File: src/rtl/multi_timer_pkg.sv
// Shared types and width helpers for the multi-channel countdown timer.
// Holds the per-channel state enum, the progress level codes driven to the
// RGB LED driver, and the width functions used by the top and the channels.
package multi_timer_pkg;

   typedef enum logic [1:0] {
      ST_STOP  = 2'd0,
      ST_RUN   = 2'd1,
      ST_ALARM = 2'd2
   } state_t;

   localparam logic [1:0] LVL_IDLE = 2'd0;  // channel not running
   localparam logic [1:0] LVL_HIGH = 2'd1;  // more than half left
   localparam logic [1:0] LVL_MID  = 2'd2;  // 20..50 % left
   localparam logic [1:0] LVL_LOW  = 2'd3;  // 20 % or less left

   // Channel select width; a single channel still gets a 1-bit select.
   function automatic int f_ch_w(input int n_ch);
      return (n_ch > 1) ? $clog2(n_ch) : 1;
   endfunction

   // Width holding the largest total seconds value (MAX_MIN:59).
   function automatic int f_tot_w(input int max_min);
      return $clog2(max_min * 60 + 60);
   endfunction

   // Width of a counter that must hold 0..n-1 (at least one bit).
   function automatic int f_cnt_w(input int n);
      return (n > 1) ? $clog2(n) : 1;
   endfunction

endpackage

File: src/rtl/timer_channel.sv
// One countdown channel: minute/second editing, start/pause, second tick
// divider, expiry with optional auto-reload, alarm with self-clear timer and
// the progress level. Buttons arrive already gated by the channel select.
//
// Ports:
//   clk, rst                 clock, async active-high reset
//   i_btn_min/sec/ss/rst     button pulses routed to this channel
//   i_repeat_en              auto-reload enable, sampled at expiry
//   o_min, o_sec             remaining time
//   o_preset_min/sec         latched start value
//   o_run, o_alarm           state flags
//   o_expire_p               one-cycle expiry pulse (registered)
//   o_level                  progress level, LVL_IDLE unless running
//
// state    | meaning
// ---------+---------------------------------------------------------
// ST_STOP  | idle or paused; min/sec buttons edit the time
// ST_RUN   | counting down one second per TICK_DIV cycles
// ST_ALARM | expired at 0:00, waiting for a button or the self-clear
module timer_channel
   import multi_timer_pkg::*;
#(
   parameter int TICK_DIV  = 1000,
   parameter int MAX_MIN   = 59,
   parameter int ALARM_SEC = 30,
   parameter int TOT_W     = f_tot_w(MAX_MIN)
) (
   input  logic       clk,
   input  logic       rst,
   input  logic       i_btn_min,
   input  logic       i_btn_sec,
   input  logic       i_btn_ss,
   input  logic       i_btn_rst,
   input  logic       i_repeat_en,
   output logic [6:0] o_min,
   output logic [5:0] o_sec,
   output logic [6:0] o_preset_min,
   output logic [5:0] o_preset_sec,
   output logic       o_run,
   output logic       o_alarm,
   output logic       o_expire_p,
   output logic [1:0] o_level
);

   localparam int TK_W = f_cnt_w(TICK_DIV);
   localparam int AL_W = f_cnt_w(ALARM_SEC + 1);
   localparam int PW   = TOT_W + 3;

   state_t            r_state;
   state_t            w_state_nxt;
   logic [6:0]        r_min;
   logic [5:0]        r_sec;
   logic [6:0]        r_pmin;
   logic [5:0]        r_psec;
   logic [TK_W-1:0]   r_tick;
   logic [AL_W-1:0]   r_al_cnt;
   logic              r_edited;
   logic              r_expire_p;

   logic              w_zero;
   logic              w_preset_zero;
   logic              w_wrap;
   logic              w_start;
   logic              w_expire;
   logic              w_alarm_clr;
   logic              w_alarm_to;
   logic [PW-1:0]     w_rem;
   logic [PW-1:0]     w_pre;

   assign w_zero        = (r_min == 7'd0) && (r_sec == 6'd0);
   assign w_preset_zero = (r_pmin == 7'd0) && (r_psec == 6'd0);
   assign w_wrap        = (r_tick == TK_W'(TICK_DIV - 1));
   assign w_start       = (r_state == ST_STOP) && i_btn_ss && !w_zero;
   // A pause or reset landing on the wrap cycle suppresses the expiry.
   assign w_expire      = (r_state == ST_RUN) && !i_btn_rst && !i_btn_ss && w_wrap &&
                          (r_min == 7'd0) && (r_sec == 6'd1);
   assign w_alarm_clr   = i_btn_min | i_btn_sec | i_btn_ss;
   // Down-counter loaded with ALARM_SEC at expiry; terminal count is the
   // wrap that sees 1 left. ALARM_SEC = 0 disables the self-clear.
   assign w_alarm_to    = (ALARM_SEC > 0) && (r_state == ST_ALARM) && w_wrap &&
                          (r_al_cnt == AL_W'(1));

   assign w_rem = PW'(r_min) * PW'(60) + PW'(r_sec);
   assign w_pre = PW'(r_pmin) * PW'(60) + PW'(r_psec);

   // State register
   always_ff @(posedge clk or posedge rst) begin
      if (rst) r_state <= ST_STOP;
      else     r_state <= w_state_nxt;
   end

   // Next-state logic
   always_comb begin
      w_state_nxt = r_state;
      if (i_btn_rst) begin
         w_state_nxt = ST_STOP;
      end else begin
         case (r_state)
            ST_STOP:  if (w_start) w_state_nxt = ST_RUN;
            ST_RUN: begin
               if (i_btn_ss)                      w_state_nxt = ST_STOP;
               else if (w_expire && !i_repeat_en) w_state_nxt = ST_ALARM;
            end
            ST_ALARM: if (w_alarm_clr || w_alarm_to) w_state_nxt = ST_STOP;
            default:  w_state_nxt = ST_STOP;
         endcase
      end
   end

   // Time, preset, tick and alarm datapath
   always_ff @(posedge clk or posedge rst) begin
      if (rst) begin
         r_min      <= 7'd0;
         r_sec      <= 6'd0;
         r_pmin     <= 7'd0;
         r_psec     <= 6'd0;
         r_tick     <= '0;
         r_al_cnt   <= '0;
         r_edited   <= 1'b0;
         r_expire_p <= 1'b0;
      end else begin
         r_expire_p <= w_expire;
         if (i_btn_rst) begin
            r_min    <= 7'd0;
            r_sec    <= 6'd0;
            r_pmin   <= 7'd0;
            r_psec   <= 6'd0;
            r_tick   <= '0;
            r_al_cnt <= '0;
            r_edited <= 1'b0;
         end else begin
            case (r_state)
               ST_STOP: begin
                  r_tick <= '0;
                  if (w_start) begin
                     // A plain resume after a pause keeps the old preset.
                     if (w_preset_zero || r_edited) begin
                        r_pmin <= r_min;
                        r_psec <= r_sec;
                     end
                     r_edited <= 1'b0;
                  end else if (i_btn_min) begin
                     r_min    <= (r_min == 7'(MAX_MIN)) ? 7'd0 : r_min + 7'd1;
                     r_edited <= 1'b1;
                  end else if (i_btn_sec) begin
                     r_sec    <= (r_sec == 6'd59) ? 6'd0 : r_sec + 6'd1;
                     r_edited <= 1'b1;
                  end
               end
               ST_RUN: begin
                  if (i_btn_ss) begin
                     r_tick <= '0;
                  end else begin
                     r_tick <= w_wrap ? '0 : r_tick + TK_W'(1);
                     if (w_expire) begin
                        if (i_repeat_en) begin
                           r_min <= r_pmin;
                           r_sec <= r_psec;
                        end else begin
                           r_min    <= 7'd0;
                           r_sec    <= 6'd0;
                           r_al_cnt <= AL_W'(ALARM_SEC);
                        end
                     end else if (w_wrap) begin
                        if (r_sec == 6'd0) begin
                           r_sec <= 6'd59;
                           r_min <= r_min - 7'd1;
                        end else begin
                           r_sec <= r_sec - 6'd1;
                        end
                     end
                  end
               end
               ST_ALARM: begin
                  if (w_alarm_clr) begin
                     r_tick <= '0;
                  end else begin
                     r_tick <= w_wrap ? '0 : r_tick + TK_W'(1);
                     if (w_wrap && (r_al_cnt != '0)) r_al_cnt <= r_al_cnt - AL_W'(1);
                  end
               end
               default: r_tick <= '0;
            endcase
         end
      end
   end

   // Outputs
   always_comb begin
      o_run   = 1'b0;
      o_alarm = 1'b0;
      o_level = LVL_IDLE;
      case (r_state)
         ST_RUN: begin
            o_run = 1'b1;
            if (w_rem * PW'(5) <= w_pre)    o_level = LVL_LOW;
            else if (w_rem * PW'(2) > w_pre) o_level = LVL_HIGH;
            else                             o_level = LVL_MID;
         end
         ST_ALARM: o_alarm = 1'b1;
         default:  o_level = LVL_IDLE;
      endcase
   end

   assign o_min        = r_min;
   assign o_sec        = r_sec;
   assign o_preset_min = r_pmin;
   assign o_preset_sec = r_psec;
   assign o_expire_p   = r_expire_p;

endmodule

File: src/rtl/multi_timer.sv
// Multi-channel countdown timer top. Routes the shared button pulses to the
// selected channel, muxes the selected channel onto the display/LED outputs
// and collects per-channel run/alarm/expiry flags. All channels count
// independently in the background.
//
// Ports:
//   clk, rst                         clock, async active-high reset
//   sel                              selected channel (>= N_CH selects none)
//   btn_min_p, btn_sec_p,
//   btn_start_stop_p, btn_reset_p    single-cycle button pulses
//   repeat_en                        per-channel auto-reload enable
//   disp_min, disp_sec               remaining time of selected channel
//   preset_min, preset_sec           preset of selected channel
//   run, alarm, expire_p             per-channel flags
//   alarm_any                        OR of alarm
//   level                            progress level of selected channel
module multi_timer
   import multi_timer_pkg::*;
#(
   parameter int   N_CH      = 4,
   parameter int   TICK_DIV  = 1000,
   parameter int   MAX_MIN   = 59,
   parameter int   ALARM_SEC = 30,
   localparam int  CH_W      = f_ch_w(N_CH)
) (
   input  logic            clk,
   input  logic            rst,
   input  logic [CH_W-1:0] sel,
   input  logic            btn_min_p,
   input  logic            btn_sec_p,
   input  logic            btn_start_stop_p,
   input  logic            btn_reset_p,
   input  logic [N_CH-1:0] repeat_en,
   output logic [6:0]      disp_min,
   output logic [5:0]      disp_sec,
   output logic [6:0]      preset_min,
   output logic [5:0]      preset_sec,
   output logic [N_CH-1:0] run,
   output logic [N_CH-1:0] alarm,
   output logic            alarm_any,
   output logic [N_CH-1:0] expire_p,
   output logic [1:0]      level
);

   localparam int TOT_W = f_tot_w(MAX_MIN);

   logic            w_sel_ok;
   logic [N_CH-1:0] w_hit;
   logic [6:0]      w_min  [N_CH];
   logic [5:0]      w_sec  [N_CH];
   logic [6:0]      w_pmin [N_CH];
   logic [5:0]      w_psec [N_CH];
   logic [1:0]      w_lvl  [N_CH];

   // Extra bit so that N_CH = 2**CH_W compares without overflow.
   assign w_sel_ok = ({1'b0, sel} < (CH_W + 1)'(N_CH));

   for (genvar g = 0; g < N_CH; g++) begin : g_ch
      assign w_hit[g] = w_sel_ok && (sel == CH_W'(g));

      timer_channel #(
         .TICK_DIV  (TICK_DIV),
         .MAX_MIN   (MAX_MIN),
         .ALARM_SEC (ALARM_SEC),
         .TOT_W     (TOT_W)
      ) u_ch (
         .clk          (clk),
         .rst          (rst),
         .i_btn_min    (btn_min_p        & w_hit[g]),
         .i_btn_sec    (btn_sec_p        & w_hit[g]),
         .i_btn_ss     (btn_start_stop_p & w_hit[g]),
         .i_btn_rst    (btn_reset_p      & w_hit[g]),
         .i_repeat_en  (repeat_en[g]),
         .o_min        (w_min[g]),
         .o_sec        (w_sec[g]),
         .o_preset_min (w_pmin[g]),
         .o_preset_sec (w_psec[g]),
         .o_run        (run[g]),
         .o_alarm      (alarm[g]),
         .o_expire_p   (expire_p[g]),
         .o_level      (w_lvl[g])
      );
   end

   // At most one w_hit bit is set, so the loop acts as a one-hot mux.
   always_comb begin
      disp_min   = 7'd0;
      disp_sec   = 6'd0;
      preset_min = 7'd0;
      preset_sec = 6'd0;
      level      = LVL_IDLE;
      for (int i = 0; i < N_CH; i++) begin
         if (w_hit[i]) begin
            disp_min   = w_min[i];
            disp_sec   = w_sec[i];
            preset_min = w_pmin[i];
            preset_sec = w_psec[i];
            level      = w_lvl[i];
         end
      end
   end

   assign alarm_any = |alarm;

endmodule

File: config.mk
export PLATFORM = sky130hd
export DESIGN_NAME = multi_timer
export DESIGN_NICKNAME = d
export VERILOG_FILES = /design/src/rtl/multi_timer_pkg.sv /design/src/rtl/timer_channel.sv /design/src/rtl/multi_timer.sv
export SDC_FILE = /design/constraint.sdc
export NUM_CORES = 1
export LEC_CHECK = 0
export ABC_CLOCK_PERIOD_IN_PS = 7300
export CORE_MARGIN = 3
export CORE_UTILIZATION = 45
export CTS_BUF_LIST = sky130_fd_sc_hd__clkbuf_8
export DETAILED_ROUTE_END_ITERATION = 10
export SYNTH_ARGS = -nofsm -noshare
export SYNTH_HDL_FRONTEND = slang
export SYNTH_SLANG_ARGS = --single-unit
File: constraint.sdc
create_clock -name clk -period 7.3 [get_ports clk]
set_clock_uncertainty 0.1 [all_clocks]
set_input_delay 0.73 -clock clk [delete_from_list [all_inputs] [get_ports clk]]
set_output_delay 0.73 -clock clk [all_outputs]
set_load 0.05 [all_outputs]
==> impl_metrics.prom, run 1 <==
# TYPE chip_impl_metric gauge
chip_impl_metric{name="post-synth-top-area-fraction",unit="%"} 22.3
chip_impl_metric{name="cts-hold-fix-buffers",unit=""} 0
chip_impl_metric{name="crit_required",unit="ns"} 6.47
chip_impl_info{name="outcome",value="finished with violations"} 1
chip_impl_metric{name="postSynthRegisterBits",unit=""} 180
chip_impl_metric{name="postLayoutCellArea",unit="um^2"} 28400
chip_impl_metric{name="setup_total_negative_slack",unit="ns"} -0.513
chip_impl_metric{name="ff2ff_path_depth",unit=""} 10
chip_impl_info{name="min_delay_worst_endpoint",value="g_ch[3].u_ch.r_tick[0]$_DFF_PP0_"} 1
chip_impl_metric{name="dieArea",unit="um^2"} 57800
chip_impl_metric{name="cts-buffers-inserted",unit=""} 17
chip_impl_metric{name="report.final.slew_viol_count",unit=""} 0
chip_impl_metric{name="post_synth_instance_area",unit="um^2"} 24700
chip_impl_metric{name="drt-initial-drc-count",unit=""} 1604
chip_impl_metric{name="grt.total_usage",unit="%"} 25.9
chip_impl_metric{name="clock_path_buffers",unit=""} 2
chip_impl_info{name="worstPathCellList",value="fa_1, fa_1, fa_2, ha_4, o21ai_2, nand2b_1, buf_4, nand4_1, buf_4, nor3_4, xor2_2, ha_1, ha_1, and3_1, a211o_1, a311o_1, ha_4, a21oi_2, and3b_1, a221o_1, nand3_2, a2bb2oi_2, nand4b_1, buf_6"} 1
chip_impl_info{name="critPathTopFamily",value="adder cells"} 1
chip_impl_metric{name="tritoncts_num_sinks",unit=""} 180
chip_impl_info{name="crit_path_top_delay_cell",value="fa_1"} 1
chip_impl_metric{name="port-buffer-count",unit=""} 52
chip_impl_metric{name="finalWorstSetupSlack",unit="ns"} -0.269
chip_impl_metric{name="synth_cells",unit=""} 2865
chip_impl_metric{name="worst-path-max-fanout",unit=""} 3
chip_impl_metric{name="die-height",unit="um"} 240
chip_impl_metric{name="cts.clk_slew.worst_paths",unit="ns"} 0.10
chip_impl_metric{name="fin_nets",unit=""} 3588
chip_impl_info{name="yosysMostFrequentCell",value="ha_1"} 1
chip_impl_metric{name="vias_in_the_first_global_route",unit=""} 21600
chip_impl_metric{name="drt_first_pass_iters",unit=""} 6
chip_impl_metric{name="initial_utilization",unit="%"} 45.7
chip_impl_metric{name="ys_types",unit=""} 89
chip_impl_metric{name="routed_wl",unit="mm"} 74.5
chip_impl_metric{name="synth_area_per_cell",unit="um^2"} 8.63
chip_impl_metric{name="ioPinCount",unit=""} 53
chip_impl_info{name="setup_repair_after_global_routing_missed_its_margin",value="true"} 1
chip_impl_metric{name="synthToLayoutAreaGrowth",unit="%"} 14.9
chip_impl_metric{name="hold-path-cell-count",unit=""} 1
chip_impl_metric{name="maxCapViolCount",unit=""} 0
chip_impl_metric{name="total_grt_overflow",unit=""} 0
chip_impl_metric{name="timing_worst_slew_pin_value",unit="ns"} 1.04
chip_impl_metric{name="detailed_place_hpwl",unit="mm"} 58.6
chip_impl_info{name="netlist_top_cells_count",value="ha_1, inv_1, nor2_1"} 1
chip_impl_metric{name="cpPeakStageDelay",unit="ns"} 0.59
chip_impl_info{name="worst_r2r_startpoint",value="g_ch[1].u_ch.o_sec[0]$_DFFE_PP0P_"} 1
chip_impl_metric{name="post_drt_wl_per_cell",unit="um"} 19.9
chip_impl_metric{name="floorplan_core_area",unit="um^2"} 54000
chip_impl_metric{name="timing.reg2reg.setup_slack",unit="ns"} 3.60
chip_impl_metric{name="drtAntennaViolNets",unit=""} 0
chip_impl_info{name="crit_path_start_kind",value="flip-flop"} 1
chip_impl_info{name="end_kind",value="primary output"} 1
chip_impl_metric{name="fin_crit",unit="ns"} 7.57
chip_impl_metric{name="post_dp_cell_area",unit="um^2"} 26900
chip_impl_metric{name="postSynth.asyncResetShare",unit="%"} 100
chip_impl_info{name="min-delay-path-class",value="reg2reg"} 1
chip_impl_metric{name="number_of_antenna_violations_at_the_first_check_in_global_routing",unit=""} 4
chip_impl_metric{name="utilization",unit="%"} 52.5
chip_impl_metric{name="via_count",unit=""} 22000
chip_impl_info{name="critical_path_class",value="reg2out"} 1
chip_impl_metric{name="worst-endpoint-arrival",unit="ns"} 6.74
chip_impl_metric{name="number_of_flops_mapped_to_enable_cells_by_yosys",unit=""} 0
chip_impl_metric{name="hold_violations",unit=""} 0
chip_impl_metric{name="pin_count_of_the_biggest_net_entering_global_routing",unit=""} 120
chip_impl_info{name="synth_top_cell_by_area",value="ha_1"} 1
chip_impl_metric{name="cts_htree_levels",unit=""} 4
chip_impl_metric{name="synth_fp_nets",unit=""} 3418
chip_impl_metric{name="grt_first_pass_wirelength",unit="mm"} 118
chip_impl_metric{name="detail_route.drc_violations",unit=""} 0
chip_impl_metric{name="critical_path.n_buffers_inverters",unit=""} 3
chip_impl_info{name="timing.hold.worst.start",value="g_ch[3].u_ch.r_tick[0]$_DFF_PP0_"} 1
chip_impl_info{name="clock-root-buffer",value="clkbuf_8"} 1
chip_impl_metric{name="detail_route.vias_per_cell",unit=""} 5.87
chip_impl_info{name="netlist_top_cells_area",value="ha_1, dfrtp_1, fa_1"} 1
chip_impl_metric{name="post-route-period-util",unit="%"} 104
chip_impl_info{name="rr_endpoint",value="g_ch[1].u_ch.o_min[1]$_DFFE_PP0P_"} 1
chip_impl_metric{name="max-slew-margin-rel",unit="%"} 30.5
chip_impl_metric{name="clk-insertion-delay-late",unit="ns"} 0.52
chip_impl_metric{name="synth-seq-area-share",unit="%"} 18.2
chip_impl_metric{name="post_route_cells_drive_above_1_share",unit="%"} 12.9
chip_impl_info{name="violations",value="negative setup slack"} 1
chip_impl_metric{name="yosys_warnings",unit=""} 0
chip_impl_info{name="postSynth.topFlopCell",value="dfrtp_1"} 1
chip_impl_metric{name="place_congestion",unit=""} 0.922
chip_impl_metric{name="fmax",unit="MHz"} 132
chip_impl_metric{name="rows",unit=""} 85
chip_impl_metric{name="die-width",unit="um"} 240
chip_impl_info{name="tritoncts",value="yes"} 1
chip_impl_metric{name="report.final.setup_viol",unit=""} 2
-- placed cells by master (no fill, tap or decap), types with 15 or more instances in the layout --
cell type        netlist  final
nor3_1                61     57
a311oi_1              25     23
xor2_1                76     67
nand4_1               22     22
nand3_1              143    139
nor2_1               225    221
o31ai_1               25     25
o211ai_1              20     20
xnor2_2                0     15
clkbuf_8               0     18
a211oi_1              27     26
mux2i_1               30     30
nand2b_1              33     32
mux4_2                26     26
a31oi_1               41     39
a21o_1                41     41
buf_4                 13    192
nand2_1              149    146
o21ai_1               29     41
a21oi_1              143    132
dfrtp_1              180    179
clkdlybuf4s50_1        0     48
nor2b_1               47     43
and3_1                33     33
ha_4                   0     20
inv_1                276    272
nor4_1                20     18
o21ai_0              182    162
o21a_1                23     23
ha_1                 441    420
fa_1                 100     99
xnor2_1              133    117
-- worst max-delay path by stage --
stage | from | to | slack (ns) | cells past startpoint
global route | g_ch[0].u_ch.o_min[0]$_DFFE_PP0P_ | level[1] | -0.66 | 28
floorplan | g_ch[0].u_ch.o_min[3]$_DFFE_PP0P_ | level[0] | 0.07 | 23
detailed placement | g_ch[3].u_ch.o_min[0]$_DFFE_PP0P_ | level[0] | -0.15 | 28
CTS | g_ch[3].u_ch.o_min[2]$_DFFE_PP0P_ | level[1] | -0.28 | 28
global placement | g_ch[3].u_ch.o_min[0]$_DFFE_PP0P_ | level[0] | -0.09 | 28
finish | g_ch[0].u_ch.o_min[0]$_DFFE_PP0P_ | level[1] | -0.27 | 24
-- worst reg2reg max path: stages, from the launching register on --
cell and delay [ns]:
dfrtp_1 0.60, inv_1 0.20, ha_1 0.26, nand3_1 0.13, or3_1 0.43, o2111ai_1 0.53
nor2_1 0.13, a21oi_1 0.24, nand3_1 0.49, a311oi_1 0.40, a21oi_1 0.07
-- cell families (layout without fill, tap and decap cells) --
kind of cell | count (synthesis) | in the layout | share of synthesized area [%]
other cells | 0 | 1 | 0
simple gates | 822 | 822 | 16.5
mux | 61 | 61 | 3.81
buf+inv | 373 | 555 | 5.90
fa+ha+maj | 541 | 541 | 30.4
compound gates | 677 | 677 | 17.5
xor+xnor | 211 | 211 | 7.59
flops | 180 | 180 | 18.2
-- flip-flops by register name (all words and copies together) (netlist names) --
signal / count
g_ch.u_ch.o_preset_min: 28
g_ch.u_ch.o_preset_sec: 24
g_ch.u_ch.r_edited: 4
g_ch.u_ch.r_state: 8
g_ch.u_ch.r_tick: 40
g_ch.u_ch.r_al_cnt: 20
g_ch.u_ch.o_expire_p: 4
g_ch.u_ch.o_min: 28
g_ch.u_ch.o_sec: 24
-- through the flow --
| step | std cells | hold WS, ns | setup WS (ns) |
|---|---|---|---|
| floorplan | 2865 | 0.333 | 0.0674 |
| global placement | 3682 | 0.346 | -0.0943 |
| detailed placement | 3682 | 0.350 | -0.147 |
| CTS | 3729 | 0.364 | -0.284 |
| global route | 3744 | 0.376 | -0.661 |
| finish | 3744 | 0.362 | -0.269 |
-- final cells by class --
type / count / area (um^2)
Clock buffer: 18 / 248
Fill cell: 4993 / 25600
Inverter: 279 / 1060
Antenna cell: 1 / 2.50
Timing Repair Buffer: 245 / 1970
Tap cell: 696 / 871
Multi-Input combinational cell: 2312 / 19600
Sequential cell: 180 / 4510
Clock inverter: 13 / 149
-- timing repair --
action                     in CTS  in global routing
pin swaps                      47                 72
hold endpoints to repair        0                  0
setup endpoints to repair       2                  2
buffers inserted               16                 14
resized for setup             106                 63
-- per-layer routing --
metal / part of all wire (%) / track usage (%)
met5: 0.011 / 0
met4: 3.5 / 9.25
met3: 6.1 / 4.30
met2: 45 / 41.1
met1: 45 / 35.7
Power of run 1 is left out: the tool's default activity adds up to more than one toggle a clock period on the data nets, which glitch-free logic cannot reach.
==> inputs of run 2 (changes only) <==
Settings changed: PLACE_DENSITY from default to 0.64.
==> run 2 against run 1 <==
The run still ends with negative setup slack left. Cell count grew 0.32%. Non-clock buffer count grew 10. First-iteration DRC count grew 8.3%. Global-route usage shrank 0.15 points. Hold slack gained 0.00074 ns. Sequential share of layout area shrank 0.054 points. Critical path depth grew 1. Worst setup slack lost 0.016 ns. Utilization grew 0.22 points. Maximum frequency shrank 0.21%. Wire length grew 0.33%. Critical path type unchanged. Largest cell class unchanged.
==> impl_metrics.prom, run 2 (same netlist as run 1, synthesis figures left out) <==
# TYPE chip_impl_metric gauge
chip_impl_info{name="critical_path_class",value="reg2out"} 1
chip_impl_metric{name="cts.clk_slew.worst_paths",unit="ns"} 0.10
chip_impl_metric{name="grt.total_usage",unit="%"} 25.7
chip_impl_metric{name="post_route_cells_drive_above_1_share",unit="%"} 13.8
chip_impl_metric{name="detail_route.drc_violations",unit=""} 0
chip_impl_metric{name="number_of_antenna_violations_at_the_first_check_in_global_routing",unit=""} 6
chip_impl_info{name="final_common_cell",value="ha_1"} 1
chip_impl_metric{name="utilization",unit="%"} 52.8
chip_impl_metric{name="synthToLayoutAreaGrowth",unit="%"} 15.3
chip_impl_metric{name="clk-insertion-delay-late",unit="ns"} 0.52
chip_impl_info{name="top_register",value="g_ch.u_ch.r_tick"} 1
chip_impl_info{name="clock-root-buffer",value="clkbuf_8"} 1
chip_impl_metric{name="place_congestion",unit=""} 0.913
chip_impl_metric{name="n_fill_cell",unit=""} 4987
chip_impl_metric{name="report.final.setup_viol",unit=""} 2
chip_impl_metric{name="vias_in_the_first_global_route",unit=""} 21800
chip_impl_metric{name="ioPinCount",unit=""} 53
chip_impl_metric{name="dieArea",unit="um^2"} 57800
chip_impl_metric{name="fin_nets",unit=""} 3598
chip_impl_metric{name="pre_cts_ws",unit="ns"} -0.201
chip_impl_metric{name="initial_utilization",unit="%"} 45.7
chip_impl_metric{name="maxCapViolCount",unit=""} 0
chip_impl_info{name="min-delay-path-class",value="reg2reg"} 1
chip_impl_metric{name="die-width",unit="um"} 240
chip_impl_metric{name="drt_first_pass_iters",unit=""} 6
chip_impl_metric{name="rows",unit=""} 85
chip_impl_metric{name="worst-path-max-fanout",unit=""} 4
chip_impl_info{name="setup_repair_after_global_routing_missed_its_margin",value="true"} 1
chip_impl_metric{name="detail_route.vias_per_cell",unit=""} 5.91
chip_impl_metric{name="routed_wl",unit="mm"} 74.7
chip_impl_metric{name="post-route-period-util",unit="%"} 104
chip_impl_metric{name="crit_required",unit="ns"} 6.47
chip_impl_metric{name="largest_reg_flops",unit=""} 40
chip_impl_metric{name="post_drt_wl_per_cell",unit="um"} 19.9
chip_impl_metric{name="report.final.slew_viol_count",unit=""} 0
chip_impl_metric{name="timing_worst_slew_pin_value",unit="ns"} 1.04
chip_impl_info{name="violations",value="negative setup slack"} 1
chip_impl_metric{name="via_count",unit=""} 22200
chip_impl_info{name="end_kind",value="primary output"} 1
chip_impl_metric{name="total_grt_overflow",unit=""} 0
chip_impl_metric{name="die-height",unit="um"} 240
chip_impl_metric{name="drtAntennaViolNets",unit=""} 0
chip_impl_metric{name="tritoncts_num_sinks",unit=""} 180
chip_impl_metric{name="drt-initial-drc-count",unit=""} 1737
chip_impl_metric{name="fmax",unit="MHz"} 132
chip_impl_metric{name="max-slew-margin-rel",unit="%"} 30.4
chip_impl_metric{name="port-buffer-count",unit=""} 52
chip_impl_metric{name="floorplan_core_area",unit="um^2"} 54000
chip_impl_metric{name="setup_total_negative_slack",unit="ns"} -0.553
chip_impl_metric{name="hold_violations",unit=""} 0
chip_impl_info{name="outcome",value="finished with violations"} 1
chip_impl_metric{name="cts-buffers-inserted",unit=""} 17
chip_impl_metric{name="finalWorstSetupSlack",unit="ns"} -0.285
chip_impl_metric{name="fin_crit",unit="ns"} 7.59
chip_impl_metric{name="detailed_place_hpwl",unit="mm"} 58.2
chip_impl_info{name="tritoncts",value="yes"} 1
chip_impl_info{name="layout_common_cells",value="ha_1, inv_1, nor2_1, buf_4, dfrtp_1"} 1
chip_impl_metric{name="cts_htree_levels",unit=""} 4
chip_impl_metric{name="clock_path_buffers",unit=""} 2
chip_impl_metric{name="worst-endpoint-arrival",unit="ns"} 6.76
chip_impl_info{name="crit_path_start_kind",value="flip-flop"} 1
chip_impl_metric{name="grt_first_pass_wirelength",unit="mm"} 118
chip_impl_metric{name="pin_count_of_the_biggest_net_entering_global_routing",unit=""} 108
-- run 2: cell types whose count changed in the layout (fill, tap and decap cells not counted), sizes merged --
cell      change
buf          +10
diode         +2
bufinv        -1
clkinv        +1
clkinvlp      -1
inv           +1
-- run 2: final timing paths --
path,from,end,slack (ns),cells after the start
max,g_ch[0].u_ch.o_min[2]$_DFFE_PP0P_,level[1],-0.29,25
min in group asynchronous,rst,g_ch[2].u_ch.r_tick[2]$_DFF_PP0_,0.60,2
min,g_ch[3].u_ch.r_tick[0]$_DFF_PP0_,g_ch[3].u_ch.r_tick[0]$_DFF_PP0_,0.36,1
max in group asynchronous,rst,g_ch[1].u_ch.o_min[3]$_DFFE_PP0P_,4.99,3
min reg2reg,g_ch[3].u_ch.r_tick[0]$_DFF_PP0_,g_ch[3].u_ch.r_tick[0]$_DFF_PP0_,0.36,1
max reg2reg,g_ch[0].u_ch.r_state[1]$_DFFE_PP0P_,g_ch[0].u_ch.o_min[3]$_DFFE_PP0P_,3.48,8
-- run 2: routing by layer --
metal	GRT usage [%]	part of all wire, %	vias up
met3	5.33	6.6	184
met2	40.6	45	718
met4	10.9	4.6	8
met1	34.3	44	10700
li1	-	-	10500
met5	0	0.12	-
-- run 2: layout make-up --
type	count	area (um^2)	area share [%]
Inverter	279	1060	3.73
Tap cell	696	871	3.06
Multi-Input combinational cell	2312	19600	68.9
Sequential cell	180	4510	15.8
Timing Repair Buffer	255	2040	7.17
Clock inverter	13	123	0.430
Clock buffer	18	248	0.869
Antenna cell	3	7.51	0.0263
-- run 2: what timing repair did --
item / 4_1_cts / 5_1_grt
pin swaps: 44 / 88
setup endpoints to repair: 2 / 2
hold buffers: 0 / 0
resized for setup: 80 / 114
buffers inserted: 7 / 23
-- run 2: stage by stage --
stage | hold WS (ns) | instance area [um^2] | instances
after floorplan | 0.333 | 24700 | 2865
after global placement | 0.345 | 27000 | 3692
after detailed placement | 0.351 | 27000 | 3692
after CTS | 0.364 | 27700 | 3730
after global routing | 0.401 | 28500 | 3754
final | 0.362 | 28500 | 3756
-- run 2: critical path: stages (launching register included) --
cell and delay [ns]:
dfrtp_2 0.45, buf_6 0.13, fa_1 0.54, fa_1 0.45
ha_4 0.24, or4b_4 0.54, o2111ai_2 0.11, a311oi_2 0.06
buf_4 0.17, nand2b_4 0.18, nor3_4 0.15, xor2_1 0.31
ha_4 0.26, ha_4 0.27, buf_6 0.08, nor3_1 0.04
a211o_1 0.27, a311o_1 0.37, ha_4 0.29, a21oi_2 0.06
and3b_1 0.17, a221o_1 0.40, nand3_2 0.11, a2bb2oi_2 0.17
nand4b_1 0.23, buf_6 0.23
Power of run 2 is left out for the same reason.
==> inputs of run 3 (changes only) <==
Settings changed: CAP_MARGIN from default to 20, GPL_ROUTABILITY_DRIVEN from default to 0.
==> run 3 against run 2 <==
The flow still finishes with violations (negative setup slack). Sequential cell count did not move. Maximum frequency fell by 1.7%. Via count rose by 0.13%. Register-to-register slack improved by 0.06 ns.
==> impl_metrics.prom, run 3 (same netlist as run 1, synthesis figures left out) <==
# TYPE chip_impl_metric gauge
chip_impl_info{name="outcome",value="finished with violations"} 1
chip_impl_info{name="violations",value="negative setup slack"} 1
chip_impl_metric{name="cts.clk_slew.worst_paths",unit="ns"} 0.10
chip_impl_metric{name="timing_worst_slew_pin_value",unit="ns"} 0.977
chip_impl_metric{name="routed_wl",unit="mm"} 74.2
chip_impl_metric{name="crit_required",unit="ns"} 6.47
chip_impl_metric{name="via_count",unit=""} 22200
chip_impl_metric{name="tritoncts_num_sinks",unit=""} 180
chip_impl_info{name="tritoncts",value="yes"} 1
chip_impl_info{name="top_register",value="g_ch.u_ch.r_tick"} 1
chip_impl_metric{name="cts_htree_levels",unit=""} 4
chip_impl_metric{name="critical_path.n_buffers_inverters",unit=""} 5
chip_impl_metric{name="drt_first_pass_iters",unit=""} 5
chip_impl_metric{name="hold_violations",unit=""} 0
chip_impl_info{name="timing.hold.worst.start",value="g_ch[3].u_ch.r_tick[0]$_DFF_PP0_"} 1
chip_impl_metric{name="port-buffer-count",unit=""} 52
chip_impl_metric{name="multi_input_area",unit="um^2"} 19600
chip_impl_metric{name="worst-endpoint-arrival",unit="ns"} 6.88
chip_impl_metric{name="die-width",unit="um"} 240
chip_impl_metric{name="synthToLayoutAreaGrowth",unit="%"} 15.4
chip_impl_metric{name="pre_cts_ws",unit="ns"} -0.245
chip_impl_metric{name="final-seq-area",unit="um^2"} 4500
chip_impl_info{name="setup_repair_after_global_routing_missed_its_margin",value="true"} 1
chip_impl_metric{name="clk-insertion-delay-late",unit="ns"} 0.53
chip_impl_metric{name="cpPeakStageDelay",unit="ns"} 0.51
chip_impl_info{name="critPathTopFamily",value="adder cells"} 1
chip_impl_metric{name="pin_count_of_the_biggest_net_entering_global_routing",unit=""} 111
chip_impl_metric{name="grt.total_usage",unit="%"} 25.4
chip_impl_metric{name="total_grt_overflow",unit=""} 0
chip_impl_info{name="worst_r2r_startpoint",value="g_ch[0].u_ch.r_state[1]$_DFFE_PP0P_"} 1
chip_impl_info{name="min-delay-path-class",value="reg2reg"} 1
chip_impl_metric{name="floorplan_core_area",unit="um^2"} 54000
chip_impl_metric{name="fin_crit",unit="ns"} 7.71
chip_impl_metric{name="ff2ff_path_depth",unit=""} 8
chip_impl_metric{name="maxCapViolCount",unit=""} 0
chip_impl_info{name="rr_endpoint",value="g_ch[0].u_ch.o_min[4]$_DFFE_PP0P_"} 1
chip_impl_metric{name="drtAntennaViolNets",unit=""} 0
chip_impl_metric{name="finalWorstSetupSlack",unit="ns"} -0.413
chip_impl_metric{name="vias_in_the_first_global_route",unit=""} 22000
chip_impl_metric{name="post_route_cells_drive_above_1_share",unit="%"} 13.5
chip_impl_info{name="min_delay_worst_endpoint",value="g_ch[3].u_ch.r_tick[0]$_DFF_PP0_"} 1
chip_impl_metric{name="post_drt_wl_per_cell",unit="um"} 19.8
chip_impl_metric{name="detail_route.vias_per_cell",unit=""} 5.92
chip_impl_metric{name="post_dp_cell_area",unit="um^2"} 26900
chip_impl_metric{name="report.final.setup_viol",unit=""} 2
chip_impl_metric{name="rows",unit=""} 85
chip_impl_metric{name="drt-initial-drc-count",unit=""} 1897
chip_impl_metric{name="fmax",unit="MHz"} 130
chip_impl_metric{name="worst-path-max-fanout",unit=""} 4
chip_impl_metric{name="postLayoutCellArea",unit="um^2"} 28500
chip_impl_metric{name="clock_path_buffers",unit=""} 2
chip_impl_metric{name="detailed_place_hpwl",unit="mm"} 57.6
chip_impl_metric{name="detail_route.drc_violations",unit=""} 0
chip_impl_metric{name="grt_first_pass_wirelength",unit="mm"} 117
chip_impl_metric{name="number_of_antenna_violations_at_the_first_check_in_global_routing",unit=""} 0
chip_impl_metric{name="initial_utilization",unit="%"} 45.7
chip_impl_metric{name="cts-hold-fix-buffers",unit=""} 0
chip_impl_info{name="layout_common_cells",value="ha_1, inv_1, nor2_1, buf_4, dfrtp_1"} 1
chip_impl_metric{name="hold-path-cell-count",unit=""} 1
chip_impl_metric{name="ioPinCount",unit=""} 53
chip_impl_info{name="end_kind",value="primary output"} 1
chip_impl_metric{name="n_fill_cell",unit=""} 4944
chip_impl_info{name="critical_path_class",value="reg2out"} 1
chip_impl_metric{name="report.final.slew_viol_count",unit=""} 0
chip_impl_info{name="crit_path_start_kind",value="flip-flop"} 1
chip_impl_metric{name="setup_total_negative_slack",unit="ns"} -0.814
chip_impl_metric{name="max-slew-margin-rel",unit="%"} 34.9
chip_impl_info{name="final_common_cell",value="ha_1"} 1
chip_impl_metric{name="fin_nets",unit=""} 3596
chip_impl_info{name="clock-root-buffer",value="clkbuf_8"} 1
chip_impl_metric{name="largest_reg_flops",unit=""} 40
chip_impl_metric{name="fin_cells",unit=""} 3753
chip_impl_info{name="crit_path_top_delay_cell",value="fa_1"} 1
chip_impl_metric{name="post-route-period-util",unit="%"} 106
chip_impl_metric{name="cts-buffers-inserted",unit=""} 17
chip_impl_metric{name="timing.reg2reg.setup_slack",unit="ns"} 3.54
chip_impl_metric{name="die-height",unit="um"} 240
chip_impl_metric{name="dieArea",unit="um^2"} 57800
chip_impl_metric{name="instance_count_after_placement_with_tap_cells_included",unit=""} 3679
run 3: cell count changes in the layout (fill, tap and decap cells not counted), moves of 3 or more:
cell	change
dfrtp_2	-4
nand2_2	+3
dfrtp_1	+4
xnor2_2	-7
xor2_1	-3
nand2_1	-3
xnor2_1	+7
run 3: how the worst max path moves through the flow:
stage                                            from        to  slack (ns)  cells past startpoint
floorplan           g_ch[0].u_ch.o_min[3]$_DFFE_PP0P_  level[0]        0.07                     23
global placement    g_ch[3].u_ch.o_min[0]$_DFFE_PP0P_  level[0]       -0.12                     28
detailed placement  g_ch[0].u_ch.o_min[0]$_DFFE_PP0P_  level[1]       -0.25                     24
CTS                 g_ch[0].u_ch.o_min[1]$_DFFE_PP0P_  level[1]       -0.40                     25
global route        g_ch[0].u_ch.o_min[1]$_DFFE_PP0P_  level[1]       -0.69                     28
finish              g_ch[0].u_ch.o_min[1]$_DFFE_PP0P_  level[1]       -0.41                     28
run 3: final cells by class:
class | count | share of cell area [%]
flip-flops and latches | 180 | 15.8
clock buffers | 19 | 0.917
repair buffers | 253 | 7.12
multi-input cells | 2312 | 68.9
well taps | 696 | 3.05
diodes | 2 | 0.0175
inverters | 279 | 3.71
clock inverters | 12 | 0.509
run 3: timing repair:
action                                  CTS  global route
resized for setup                        89            99
buffers inserted                         25            16
pin swaps                                51            62
cloned                                    0             0
endpoints found under the setup margin    2             2
run 3: metal layers:
metal  GRT usage, %  wire length, um
met2           40.9            34000
met1           34.7            32600
met3           3.13             4670
met4           10.2             2930
met5              0                0
run 3: through the flow:
step,hold WS [ns],utilization [%]
floorplan,0.333,-
global placement,0.346,49.8
detailed placement,0.351,49.8
CTS,0.366,51.6
global route,0.401,52.8
finish,0.362,52.8
Power of run 3 is left out for the same reason.
